[src/rtl/serial_adder_pkg.sv]
// Shared types and constants for the bit-serial adder sequencer.
package serial_adder_pkg;

  typedef enum logic [1:0] {
    IDLE  = 2'b00,
    SHIFT = 2'b01,
    DONE  = 2'b10
  } serial_adder_state_t;

  localparam int SERIAL_ADDER_MAX_WIDTH = 32;

  // Bit-counter width for a given operand width; never narrower than one bit.
  function automatic int cnt_width(input int width);
    return (width <= 2) ? 1 : $clog2(width);
  endfunction

endpackage

[src/rtl/serial_adder_ctrl_full_adder.sv]
// One-bit full adder built from two half-adder cells; the datapath of serial_adder_ctrl.
module half_adder (
  input  logic x,
  input  logic y,
  output logic s,
  output logic c
);

  assign s = x ^ y;
  assign c = x & y;

endmodule

module full_adder (
  input  logic a,
  input  logic b,
  input  logic cin,
  output logic s,
  output logic cout
);

  logic s0;
  logic c0;
  logic c1;

  half_adder u_ha0 (.x(a),  .y(b),   .s(s0), .c(c0));
  half_adder u_ha1 (.x(s0), .y(cin), .s(s),  .c(c1));

  assign cout = c0 | c1;

endmodule

[src/rtl/serial_adder_ctrl.sv]
// Bit-serial adder sequencer: one full adder reused LSB-first across WIDTH bits.
// Optional macro SERIAL_ADDER_SUB_EN adds a 'sub' port for a-b (two's complement).
module serial_adder_ctrl #(
  parameter int WIDTH = 8
) (
  input  logic             clk,
  input  logic             rst_n,
  input  logic             in_valid,
  output logic             in_ready,
  input  logic [WIDTH-1:0] a,
  input  logic [WIDTH-1:0] b,
`ifdef SERIAL_ADDER_SUB_EN
  input  logic             sub,
`endif
  output logic             out_valid,
  input  logic             out_ready,
  output logic [WIDTH-1:0] sum,
  output logic             carry_out,
  output logic             busy
);

  import serial_adder_pkg::*;

  localparam int CW = cnt_width(WIDTH);
  localparam logic [CW-1:0] LAST = CW'(WIDTH - 1);

  serial_adder_state_t state;

  logic [WIDTH-1:0] a_sh;
  logic [WIDTH-1:0] b_sh;
  logic [WIDTH-1:0] res_next;
  logic [WIDTH-1:0] b_load;
  logic [CW-1:0]    cnt;
  logic             carry;
  logic             c_init;
  logic             fa_s;
  logic             fa_c;
  logic             accept;

  assign accept = in_valid && in_ready;

`ifdef SERIAL_ADDER_SUB_EN
  // Subtraction is a + ~b + 1: invert B on load and seed the carry.
  assign b_load = sub ? ~b : b;
  assign c_init = sub;
`else
  assign b_load = b;
  assign c_init = 1'b0;
`endif

  full_adder u_fa (
    .a    (a_sh[0]),
    .b    (b_sh[0]),
    .cin  (carry),
    .s    (fa_s),
    .cout (fa_c)
  );

  // The result shifter only needs the upper WIDTH-1 bits; bit 0 is dropped each step.
  generate
    if (WIDTH == 1) begin : g_res_one
      assign res_next = fa_s;
    end else begin : g_res_multi
      logic [WIDTH-2:0] res_sh;

      always_ff @(posedge clk) begin
        if (state == IDLE && accept) begin
          res_sh <= '0;
        end else if (state == SHIFT) begin
          res_sh <= res_next[WIDTH-1:1];
        end
      end

      assign res_next = {fa_s, res_sh};
    end
  endgenerate

  always_ff @(posedge clk) begin
    if (!rst_n) begin
      state     <= IDLE;
      out_valid <= 1'b0;
      sum       <= '0;
      carry_out <= 1'b0;
      cnt       <= '0;
      carry     <= 1'b0;
      in_ready  <= 1'b1;
      busy      <= 1'b0;
    end else begin
      case (state)
        IDLE: begin
          if (accept) begin
            a_sh     <= a;
            b_sh     <= b_load;
            carry    <= c_init;
            cnt      <= '0;
            state    <= SHIFT;
            in_ready <= 1'b0;
            busy     <= 1'b1;
          end
        end
        SHIFT: begin
          a_sh  <= a_sh >> 1;
          b_sh  <= b_sh >> 1;
          carry <= fa_c;
          cnt   <= cnt + 1'b1;
          if (cnt == LAST) begin
            state     <= DONE;
            sum       <= res_next;
            carry_out <= fa_c;
            out_valid <= 1'b1;
          end
        end
        DONE: begin
          if (out_ready) begin
            out_valid <= 1'b0;
            state     <= IDLE;
            in_ready  <= 1'b1;
            busy      <= 1'b0;
          end
        end
        default: begin
          state     <= IDLE;
          out_valid <= 1'b0;
          in_ready  <= 1'b1;
          busy      <= 1'b0;
        end
      endcase
    end
  end

endmodule
[config.mk]
export PLATFORM = sky130hd
export DESIGN_NAME = serial_adder_ctrl
export DESIGN_NICKNAME = d
export VERILOG_FILES = /design/src/rtl/serial_adder_pkg.sv /design/src/rtl/serial_adder_ctrl_full_adder.sv /design/src/rtl/serial_adder_ctrl.sv
export SDC_FILE = /design/constraint.sdc
export NUM_CORES = 1
export LEC_CHECK = 0
export ABC_AREA = 1
export ABC_CLOCK_PERIOD_IN_PS = 4390
export BUFFER_PORTS_ARGS = -buffer_cell sky130_fd_sc_hd__buf_2
export CORE_ASPECT_RATIO = 0.8
export CORE_MARGIN = 2
export CORE_UTILIZATION = 58
export CTS_BUF_LIST = sky130_fd_sc_hd__clkbuf_16
export DETAILED_ROUTE_END_ITERATION = 16
export GPL_TIMING_DRIVEN = 1
export PLACE_DENSITY = 0.83
export SYNTH_ARGS = -nofsm -noshare
export SYNTH_HDL_FRONTEND = slang
export SYNTH_SLANG_ARGS = --single-unit
export TNS_END_PERCENT = 50
[constraint.sdc]
create_clock -name clk -period 4.39 [get_ports clk]
set_input_delay 0.439 -clock clk [delete_from_list [all_inputs] [get_ports clk]]
set_output_delay 0.439 -clock clk [all_outputs]
set_load 0.005 [all_outputs]
==> Word level (Yosys, flattened, before mapping) <==
Index checks and enable logic that the tools add are counted.
{ "op_classes": {"addsub": 1, "multipliers": 0, "n_div": 0, "order_cmp": 0, "eq_ne": 6, "n_shift": 0, "muxes": 19, "bitwise": 7, "n_reduce_logical": 10} }
{ "ops": {"columns": ["op", "n"], "rows": [
  ["$pmux 8 s2", 2],
  ["$mux 8", 2],
  ["$reduce_and 3->1", 4],
  ["$pmux 1 s3", 3],
  ["$mux 2", 3],
  ["$pmux 2 s3", 1],
  ["$pmux 3 s2", 1],
  ["$mux 1", 5],
  ["$ne 2x2->1 const B", 2],
  ["$reduce_and 2->1", 2],
  ["$add 3x1->3 const B", 1],
  ["$eq 3x3->1 const B", 1],
  ["$mux 3", 1],
  ["$and 1x1->1", 2],
  ["$eq 2x1->1 const B", 1],
  ["$eq 2x2->1 const B", 1],
  ["$logic_and 1x1->1", 2],
  ["$logic_not 2->1", 1],
  ["$ne 2x1->1 const B", 1],
  ["$not 1->1", 2],
  ["$pmux 1 s2", 1],
  ["$reduce_bool 2->1", 1],
  ["$xor 1x1->1", 2],
  ["$or 1x1->1", 1]
]} }
{ "word_totals": {"reg_bits": 41, "latch_bits": 0, "ramBits": 0, "mem_bits_ro": 0, "input_bits": 20, "elab_cells": 54, "n_memories": 0} }

==> Logic depth before layout (Yosys ltp) <==
Gate-level depths: netlist (run 1).
{ "logic_depth": {"word_depth": 4, "depth_mapped": 8, "ltp_nobuf": 7} }

==> Hierarchy <==
A second synthesis (run 1) with hierarchy kept.
{ "hier_totals": {"cells_unflattened": 187, "hier_area_um2": 1705.4} }
{ "modules_own_cells": {"columns": ["mod", "instances", "cells_each", "area_per_inst_um2", "seq_area_each_um2"], "rows": [
  ["serial_adder_ctrl", 1, 182, 1669.1, 980.9],
  ["half_adder", 2, 1, 12.5, 0.0],
  ["full_adder", 1, 3, 11.3, 0.0]
]} }

==> Worst setup path before layout (run 1) <==
Ideal clock, no wire load.
{ "synth_path": {"path_type": "register to register", "startpoint": "register state[1]", "endpoint": "register a_sh[0] (enable)", "t_arrival_ns": 1.568, "required_ns": 3.996, "slack_ns": 2.428, "path_stages_with_launch": 5, "synth_period_minus_slack_ns": 1.962, "cell_sequence": "dfxtp_1 nor2_1 nand3_2 buf_6 a21oi_1"} }
{ "synth_via": {"elab_chain_cells": 3, "elab_cells_between_ends": 5, "cone_classes": "2 x eq/ne; 3 x reduce/logical"} }
{ "synth_rtl": {"columns": ["item", "line_no", "text"], "rows": [
  ["start, declared", "serial_adder_ctrl.sv:27", "serial_adder_state_t state;"],
  ["start signal, assigned", "serial_adder_ctrl.sv:80", "state <= IDLE;"],
  ["start signal, assigned", "serial_adder_ctrl.sv:96", "state <= SHIFT;"],
  ["start signal, assigned", "serial_adder_ctrl.sv:107", "state <= DONE;"],
  ["$eq 2x1->1 / $logic_not 2->1 (equally long branches)", "serial_adder_ctrl.sv:89", "case (state)"],
  ["$reduce_bool 2->1 (no line) / $ne 2x2->1 (equally long branches)", null, null],
  ["$reduce_and 3->1 (no line) (*)", null, null],
  ["end signal, assigned", "serial_adder_ctrl.sv:102", "a_sh <= a_sh >> 1;"],
  ["end, declared", "serial_adder_ctrl.sv:29", "logic [WIDTH-1:0] a_sh;"]
]} }
Every way passes the cells marked *; elsewhere a longest branch is shown, timed or not.
A chain may end at the register's enable or synchronous reset.

==> Worst setup path after layout (run 1) <==
{ "layout_path": {"startpoint": "register state[1]", "endpoint": "register b_sh[4] (enable)"} }
{ "layout_via": {"elab_chain_cells": 3, "elab_cells_between_ends": 5, "cone_classes": "2 x eq/ne; 3 x reduce/logical"} }
{ "layout_rtl": {"columns": ["item", "line_no", "text"], "rows": [
  ["$eq 2x1->1 / $logic_not 2->1 (equally long branches)", "serial_adder_ctrl.sv:89", null],
  ["$reduce_bool 2->1 (no line) / $ne 2x2->1 (equally long branches)", null, null],
  ["$reduce_and 3->1 (no line) (*)", null, null],
  ["end signal, assigned", "serial_adder_ctrl.sv:93", "b_sh <= b_load;"],
  ["end signal, assigned", "serial_adder_ctrl.sv:103", "b_sh <= b_sh >> 1;"],
  ["end, declared", "serial_adder_ctrl.sv:30", "logic [WIDTH-1:0] b_sh;"]
]} }
Marks and branches as above.

==> results of run 1 <==
## layer usage
metal  share of wire, %  track usage, %  wire [µm]
met1                 41           24.89       1336
met2                 51           40.28       1666
met4                1.5           9.574         48
met3                5.7           5.411        185
met5                  0               0          0
## cell families after synthesis
kind of cell / count (synthesis) / share of synthesized area (%)
compound gates: 28 / 8.557
fa+ha+maj: 3 / 2.678
buf+inv: 18 / 7.589
flops: 41 / 58.33
simple gates: 95 / 22.84
## cells in the mapped netlist, drive strengths merged
| cell | number | share of area, % |
|---|---|---|
| a21oi | 17 | 5.3 |
| buf | 7 | 4.7 |
| clkbuf | 1 | 0.22 |
| dfxtp | 25 | 30 |
| edfxtp | 16 | 29 |
| fa | 1 | 1.2 |
| ha | 2 | 1.5 |
| inv | 10 | 2.7 |
| nand2 | 69 | 16 |
| nand3 | 5 | 1.8 |
| nand3b | 1 | 0.45 |
| nor2 | 20 | 4.9 |
| o21ai | 11 | 3.3 |
## state kept, by name, indices dropped and copies added (netlist names)
| name | cells |
|---|---|
| busy | 1 |
| state | 2 |
| b_sh | 8 |
| in_ready | 1 |
| out_valid | 1 |
| carry | 1 |
| cnt | 3 |
| g_res_multi.res_sh | 7 |
| carry_out | 1 |
| a_sh | 8 |
| sum | 8 |
## per-stage QoR
step / utilization, % / instances / hold slack [ns] / cell area [µm²] / total power, W
floorplan: - / 185 / 0.4321 / 1682 / 0.0005360
global placement: 65.43 / 247 / 0.4459 / 1809 / 0.0005487
detailed placement: 65.43 / 247 / 0.4519 / 1809 / 0.0005571
CTS: 70.59 / 255 / 0.4221 / 1952 / 0.0009018
global route: 70.59 / 255 / 0.4299 / 1952 / 0.0009373
finish: 70.59 / 255 / 0.4244 / 1952 / 0.0009011
## final timing paths
kind / from / end / cells past startpoint
max reg2reg: state[1]$_SDFFE_PN0P_ / b_sh[4]$_DFFE_PP_ / 4
min reg2reg: sum[6]$_SDFFE_PN0P_ / sum[6]$_SDFFE_PN0P_ / 2
max: state[1]$_SDFFE_PN0P_ / b_sh[4]$_DFFE_PP_ / 4
min: b[0] / b_sh[0]$_DFFE_PP_ / 3
## cells in the final DEF (no fill, tap or decap)
master / netlist / layout
buf_2: 0 / 31
buf_4: 1 / 1
nand3_1: 4 / 4
o21ai_0: 11 / 11
nand3_2: 1 / 1
clkinv_2: 0 / 2
inv_8: 1 / 1
nor2_4: 1 / 1
inv_1: 7 / 7
clkbuf_16: 0 / 5
nand3b_1: 1 / 1
fa_1: 1 / 1
a21oi_2: 1 / 1
nand2_2: 2 / 2
a21oi_1: 16 / 16
edfxtp_1: 16 / 16
nor2_1: 19 / 19
inv_2: 2 / 2
nand2_1: 67 / 67
dfxtp_1: 25 / 25
ha_1: 2 / 2
clkinvlp_4: 0 / 1
## area by class of cell
cell class | instances | area (µm²) | share of cell area (%)
Multi-Input combinational cell | 126 | 573.1 | 29.36
Sequential cell | 41 | 980.9 | 50.26
Clock inverter | 3 | 17.52 | 0.8974
Inverter | 10 | 45.04 | 2.308
Timing Repair Buffer | 32 | 162.7 | 8.333
Clock buffer | 5 | 125.1 | 6.410
Tap cell | 38 | 47.55 | 2.436
## power by group
| part | internal, W | switching (W) |
|---|---|---|
| Sequential | 0.000435 | 0.0000203 |
| Combinational | 0.0000348 | 0.0000615 |
| Clock | 0.000208 | 0.000141 |
## critical path, cell delays in order (launching register included)
cell and delay, ns:
dfxtp_1 0.34, inv_2 0.07, nand2_2 0.35, a21oi_1 0.28, buf_4 0.26
==> flow_metrics.py, run 1 <==
metrics = {
    "job": {
        "maxCapViolations": 0,
    },
    "cells_and_area": {
        "drive_gt1_share_pct": 22.12,
        "fin_nets": 239,
        "antennaDiodeCount": 0,
        "fillers": 218,
        "flow.area_growth_from_synthesis_pct": 16.07,
    },
    "critical_path": {
        "crit_type": "flip-flop to flip-flop",
        "worst-path-max-fanout": 29,
        "critPathCaptureType": "flip-flop",
        "start_kind": "flip-flop",
        "cp.arrival_ns": 1.58,
        "rrSetupSlack_ns": 2.79,
        "critical_path_required_ns": 4.37,
    },
    "routing": {
        "drt_pre_antenna_iters": 4,
        "drt-vias-per-instance": 5.153,
        "routed_wl_um": 3238,
        "drt_iter0_drc": 62,
        "final_antenna_net_count": 0,
        "vias": 1314,
        "wl_per_cell_um": 12.70,
        "drc": 0,
    },
    "timing": {
        "drv_slew": 0,
        "rsz0062_at_grt": "false",
        "clock_skew_ns": 0.005722,
        "setup_ws_ns": 2.785,
        "worst_slew_pin_slew_ns": 0.6155,
        "slew_headroom_pct": 58.82,
        "final-hold-violation-count": 0,
        "fin_crit_sh_pct": 36.56,
        "fmax_mhz": 623.1,
        "setup_viol_count_final": 0,
        "fin_crit_ns": 1.605,
        "tns_ns": 0,
    },
    "cts": {
        "clk_latency_ns": 0.28,
        "clk_pin_slew_ns": 0.06,
        "clk_path_buf_depth": 2,
        "post_cts_resized": 0,
        "htreeDepth": 2,
        "clockRootBuffer": "clkbuf_16",
        "cts_tree": "done",
        "clkSinkCount": 41,
        "cts_hold_buf": 0,
        "cts-buffers-inserted": 5,
        "cts_setup_buffers": 0,
    },
    "yosys": {
        "syn_inst": 185,
        "ys_ff_latch": 41,
        "yosysWarningCount": 0,
        "synth_fp_nets": 208,
        "ys_seq_area_share_pct": 58.33,
        "avgSynthCellArea_um2": 9.090,
        "synth_area_um2": 1682,
        "synth_cell_types": 21,
    },
    "grt": {
        "grt_pass1_wl_um": 5478,
        "grtUsageTotal_pct": 22.08,
        "grt_pass1_vias": 1283,
        "antenna_found_initial": 0,
        "grt_max_degree": 30,
        "grt_overflow_total": 0,
    },
    "die": {
        "initial_core_util_pct": 60.81,
        "core.rowCount": 17,
        "core_area_um2": 2765,
        "num_io_pins": 32,
        "dieWidth_um": 64.20,
        "dieArea_um2": 3349,
        "chipHeight_um": 52.16,
    },
    "placement": {
        "post-place-ws_ns": 2.809,
        "gp_congestion": 0.8052,
        "dp_hpwl_um": 2194,
        "portBuffers": 31,
    },
    "power_and_ir_drop": {
        "p_leak_nw": 0.8753,
        "peakVddDrop_mv": 0.2930,
        "power_density_nw_per_um2": 461.6,
    },
    "status": {
        "status": "finished, final reports clean",
    },
    "min_path": {
        "hp-class": "primary input to flip-flop",
    },
}
No activity file was read; power rests on OpenSTA's default activity.
==> run 2, diff against run 1 <==
- ABC_CLOCK_PERIOD_IN_PS: 4390 -> 1400
- CORE_UTILIZATION: 58 -> 48
- PLACE_DENSITY: 0.83 -> 0.73
- clock period: 4.39 -> 1.4 ns (I/O delays scaled with it)
==> flow_metrics.py, run 2 (synthesis gave the netlist of run 1 again) <==
metrics = {
    "status": {
        "status": "finished, final reports clean",
    },
    "timing": {
        "setup_viol_count_final": 0,
        "drv_slew": 0,
        "worst_slew_pin_slew_ns": 0.2827,
        "final-hold-violation-count": 0,
        "fin_crit_sh_pct": 90.78,
        "rsz0062_at_grt": "false",
        "fin_crit_ns": 1.271,
        "clock_skew_ns": 0.005680,
        "fmax_mhz": 786.9,
        "setup_ws_ns": 0.1291,
        "slew_headroom_pct": 80.95,
    },
    "die": {
        "initial_core_util_pct": 49.47,
        "num_io_pins": 32,
        "core.rowCount": 19,
        "dieArea_um2": 3996,
        "core_area_um2": 3400,
        "chipHeight_um": 56.94,
        "dieWidth_um": 70.18,
    },
    "cts": {
        "clk_pin_slew_ns": 0.06,
        "htreeDepth": 2,
        "clk_path_buf_depth": 2,
        "clkSinkCount": 41,
        "cts_tree": "done",
        "clk_latency_ns": 0.28,
        "cts-buffers-inserted": 5,
        "clockRootBuffer": "clkbuf_16",
    },
    "placement": {
        "gp_congestion": 0.7754,
        "place_area_um2": 1879,
        "dp_hpwl_um": 2028,
        "portBuffers": 31,
        "dp.cells": 256,
        "post-place-ws_ns": 0.07620,
    },
    "power_and_ir_drop": {
        "power_density_nw_per_um2": 1397,
        "total_power_w": 0.002827,
        "peakVddDrop_mv": 0.8888,
        "p_leak_nw": 0.9114,
    },
    "critical_path": {
        "cp.arrival_ns": 1.48,
        "worst-path-max-fanout": 8,
        "critPathCaptureType": "flip-flop",
        "start_kind": "flip-flop",
        "critical_path_required_ns": 1.61,
        "crit_type": "flip-flop to flip-flop",
    },
    "routing": {
        "vias": 1254,
        "drt-vias-per-instance": 4.750,
        "drc": 0,
        "drt_pre_antenna_iters": 4,
        "drt_iter0_drc": 38,
        "wl_per_cell_um": 11.20,
        "final_antenna_net_count": 0,
        "routed_wl_um": 2958,
    },
    "cells_and_area": {
        "final_area_um2": 2024,
        "fin_util_pct": 59.55,
        "antennaDiodeCount": 0,
        "final_common_cell": "nand2_1",
        "finalNonFillerCells": 264,
        "fin_nets": 244,
        "fillers": 322,
        "top_regs": "a_sh: 8 flops, b_sh: 8 flops, sum: 8 flops",
        "flow.area_growth_from_synthesis_pct": 20.39,
        "drive_gt1_share_pct": 24.77,
        "most-common-layout-cells": "nand2_1, buf_2, dfxtp_1",
    },
    "grt": {
        "use_met2_pct": 25.71,
        "grtUsageTotal_pct": 16.84,
        "grt_overflow_total": 0,
        "top_usage_layer": "met2",
        "use_met1_pct": 21.31,
        "met3_usage_pct": 7.420,
        "grt_max_degree": 29,
        "grt_pass1_wl_um": 5147,
        "antenna_found_initial": 0,
        "grt_pass1_vias": 1190,
    },
    "job": {
        "maxCapViolations": 0,
    },
    "min_path": {
        "hp-class": "primary input to flip-flop",
    },
}
## run 2: critical path, stage by stage (launching register included)
cell and delay [ns]:
dfxtp_1 0.35, ha_1 0.16, ha_1 0.13, inv_1 0.08, nor2_4 0.14, buf_6 0.14, nand2_1 0.05, a21oi_1 0.15
## run 2: where the power goes
| group | total [W] | internal, W | leakage (nW) | switching [W] |
|---|---|---|---|---|
| Sequential | 0.00142 | 0.00137 | 0.355 | 0.0000576 |
| Clock | 0.00108 | 0.000646 | 0.0748 | 0.000435 |
| Combinational | 0.000323 | 0.000132 | 0.482 | 0.000190 |
| Total | 0.00283 | 0.00214 | 0.911 | 0.000683 |
## run 2: per-stage QoR
step	setup TNS, ns	hold WS (ns)
detailed placement	0	0.4159
finish	0	0.1288
CTS	0	0.1256
global route	0	0.1358
global placement	0	0.4121
floorplan	-0.5882	0.2757
## run 2: repair_timing
action / 4_1_cts / 5_1_grt
hold endpoints to repair: 0 / 0
setup buffers: 0 / 0
gates resized for setup: 0 / 2
hold buffers: 0 / 0
endpoints found under the setup margin: 0 / 7
## run 2: cell type report
type	count	area [µm²]	share of cell area [%]
clock buffers	5	125.1	6.180
clock inverters	3	13.76	0.6799
inverters	10	47.55	2.349
multi-input cells	126	586.8	28.99
flip-flops and latches	41	982.2	48.52
well taps	42	52.55	2.596
repair buffers	37	216.5	10.69
## run 2: final timing paths
| kind | slack (ns) | to | cells after the start | from |
|---|---|---|---|---|
| min | 0.13 | a_sh[5]$_DFFE_PP_ | 3 | a[5] |
| min reg2reg | 0.46 | sum[2]$_SDFFE_PN0P_ | 2 | sum[2]$_SDFFE_PN0P_ |
| max | 0.13 | sum[3]$_SDFFE_PN0P_ | 7 | cnt[0]$_SDFFE_PN0P_ |
| max reg2reg | 0.13 | sum[3]$_SDFFE_PN0P_ | 7 | cnt[0]$_SDFFE_PN0P_ |
## run 2: routing by layer
layer	vias up	wire [µm]
met5	-	0
met4	0	76
met3	6	172
met2	36	1199
met1	547	1509
li1	665	-
==> run 3, diff against run 2 <==
- CORE_ASPECT_RATIO: 0.8 -> unset
==> flow_metrics.py, run 3 (synthesis gave the netlist of run 1 again) <==
metrics = {
    "status": {
        "status": "finished, final reports clean",
    },
    "timing": {
        "slew_headroom_pct": 78.10,
        "worst_slew_pin_slew_ns": 0.3274,
        "fmax_mhz": 786.1,
        "final-hold-violation-count": 0,
        "fin_crit_sh_pct": 90.86,
        "rsz0062_at_grt": "false",
        "drv_slew": 0,
        "clock_skew_ns": 0.004495,
        "fin_crit_ns": 1.272,
        "hold_ws_ns": 0.1196,
        "setup_viol_count_final": 0,
        "tns_ns": 0,
    },
    "grt": {
        "grtUsageTotal_pct": 16.79,
        "use_met1_pct": 21.93,
        "grt_overflow_total": 0,
        "antenna_found_initial": 0,
        "met3_usage_pct": 6.429,
        "use_met2_pct": 24.87,
        "grt_pass1_vias": 1146,
        "top_usage_layer": "met2",
        "grt_pass1_wl_um": 5161,
        "grt_max_degree": 29,
    },
    "placement": {
        "place_area_um2": 1887,
        "dp_hpwl_um": 2047,
        "dp.cells": 262,
        "gp_congestion": 0.7118,
        "portBuffers": 31,
    },
    "cells_and_area": {
        "fillers": 332,
        "antennaDiodeCount": 0,
        "top_regs": "a_sh: 8 flops, b_sh: 8 flops, sum: 8 flops",
        "drive_gt1_share_pct": 25.89,
        "finalNonFillerCells": 270,
        "fin_nets": 246,
        "final_area_um2": 2034,
        "final_common_cell": "nand2_1",
        "most-common-layout-cells": "nand2_1, buf_2, dfxtp_1",
        "flow.area_growth_from_synthesis_pct": 20.98,
    },
    "cts": {
        "clk_path_buf_depth": 2,
        "cts-buffers-inserted": 5,
        "cts_tree": "done",
        "clockRootBuffer": "clkbuf_16",
        "clk_latency_ns": 0.29,
        "clkSinkCount": 41,
        "htreeDepth": 2,
        "clk_pin_slew_ns": 0.06,
    },
    "power_and_ir_drop": {
        "power_density_nw_per_um2": 1400,
        "peakVddDrop_mv": 0.8533,
        "p_leak_nw": 0.9174,
    },
    "critical_path": {
        "reg2reg_from": "state[0]$_SDFFE_PN0P_",
        "start_kind": "flip-flop",
        "critPathCaptureType": "flip-flop",
        "crit_type": "flip-flop to flip-flop",
        "cp.arrival_ns": 1.27,
        "startpoint": "state[0]$_SDFFE_PN0P_",
        "worst-path-max-fanout": 6,
        "critical_path_required_ns": 1.40,
    },
    "routing": {
        "drt-vias-per-instance": 4.589,
        "drt_pre_antenna_iters": 4,
        "drt_iter0_drc": 73,
        "vias": 1239,
        "routed_wl_um": 2888,
        "final_antenna_net_count": 0,
        "wl_per_cell_um": 10.70,
        "drc": 0,
    },
    "min_path": {
        "worstHoldStart": "a[6]",
        "hp-class": "primary input to flip-flop",
    },
    "die": {
        "dieArea_um2": 3993,
        "core.rowCount": 21,
        "chipHeight_um": 63.19,
        "dieWidth_um": 63.19,
        "initial_core_util_pct": 50.00,
        "num_io_pins": 32,
        "core_area_um2": 3363,
    },
    "job": {
        "maxCapViolations": 0,
    },
}
==> run 3: changes by cell type in the layout (fill, tap and decap cells not counted) <==
cell	previous run	this run
buf_4	4	7
buf_12	1	0
inv_1	8	7
inv_4	1	2
==> run 3: final timing paths <==
kind	endpoint	slack [ns]	cells after the start
max	b_sh[4]$_DFFE_PP_	0.13	4
min reg2reg	sum[5]$_SDFFE_PN0P_	0.45	2
min	a_sh[6]$_DFFE_PP_	0.12	3
max reg2reg	b_sh[4]$_DFFE_PP_	0.13	4
==> run 3: report_power, final <==
part	leakage, nW	internal (W)	switching (W)
Clock	0.0739	0.000653	0.000448
Combinational	0.489	0.000131	0.000190
Sequential	0.355	0.00137	0.0000594
==> run 3: final cells by class <==
type / instances / area, µm² / share of cell area, %
Sequential cell: 41 / 982.2 / 48.28
Multi-Input combinational cell: 126 / 586.8 / 28.84
Timing Repair Buffer: 39 / 219.0 / 10.76
Clock buffer: 5 / 125.1 / 6.150
Tap cell: 46 / 57.56 / 2.829
Inverter: 10 / 47.55 / 2.337
Clock inverter: 3 / 16.27 / 0.7995
==> run 3: repair_timing <==
action                                  in CTS  in global routing
endpoints found under the setup margin       0                  8
resized for setup                            0                  2
buffers inserted                             0                  0
hold buffers                                 0                  0
==> run 3: stage by stage <==
step | util, % | setup slack [ns] | power [W]
after detailed placement | 56.10 | 0.09274 | 0.001774
after global placement | 56.10 | 0.1194 | 0.001767
after CTS | 60.31 | 0.07689 | 0.002870
final | 60.49 | 0.1279 | 0.002848
after global routing | 60.49 | 0.01055 | 0.002997
after floorplan | - | -0.03676 | 0.001689
==> run 3: worst max-delay path: stages, from the launching register on <==
cell and delay [ns]:
dfxtp_2 0.33, nor2_2 0.13, nand3_2 0.16, a21oi_4 0.20, buf_4 0.17
==> run 3: metal layers <==
| layer | up-vias | wire [µm] |
|---|---|---|
| li1 | 671 | - |
| met1 | 536 | 1385 |
| met2 | 25 | 1314 |
| met3 | 7 | 136 |
| met4 | 0 | 51 |
| met5 | - | 0 |
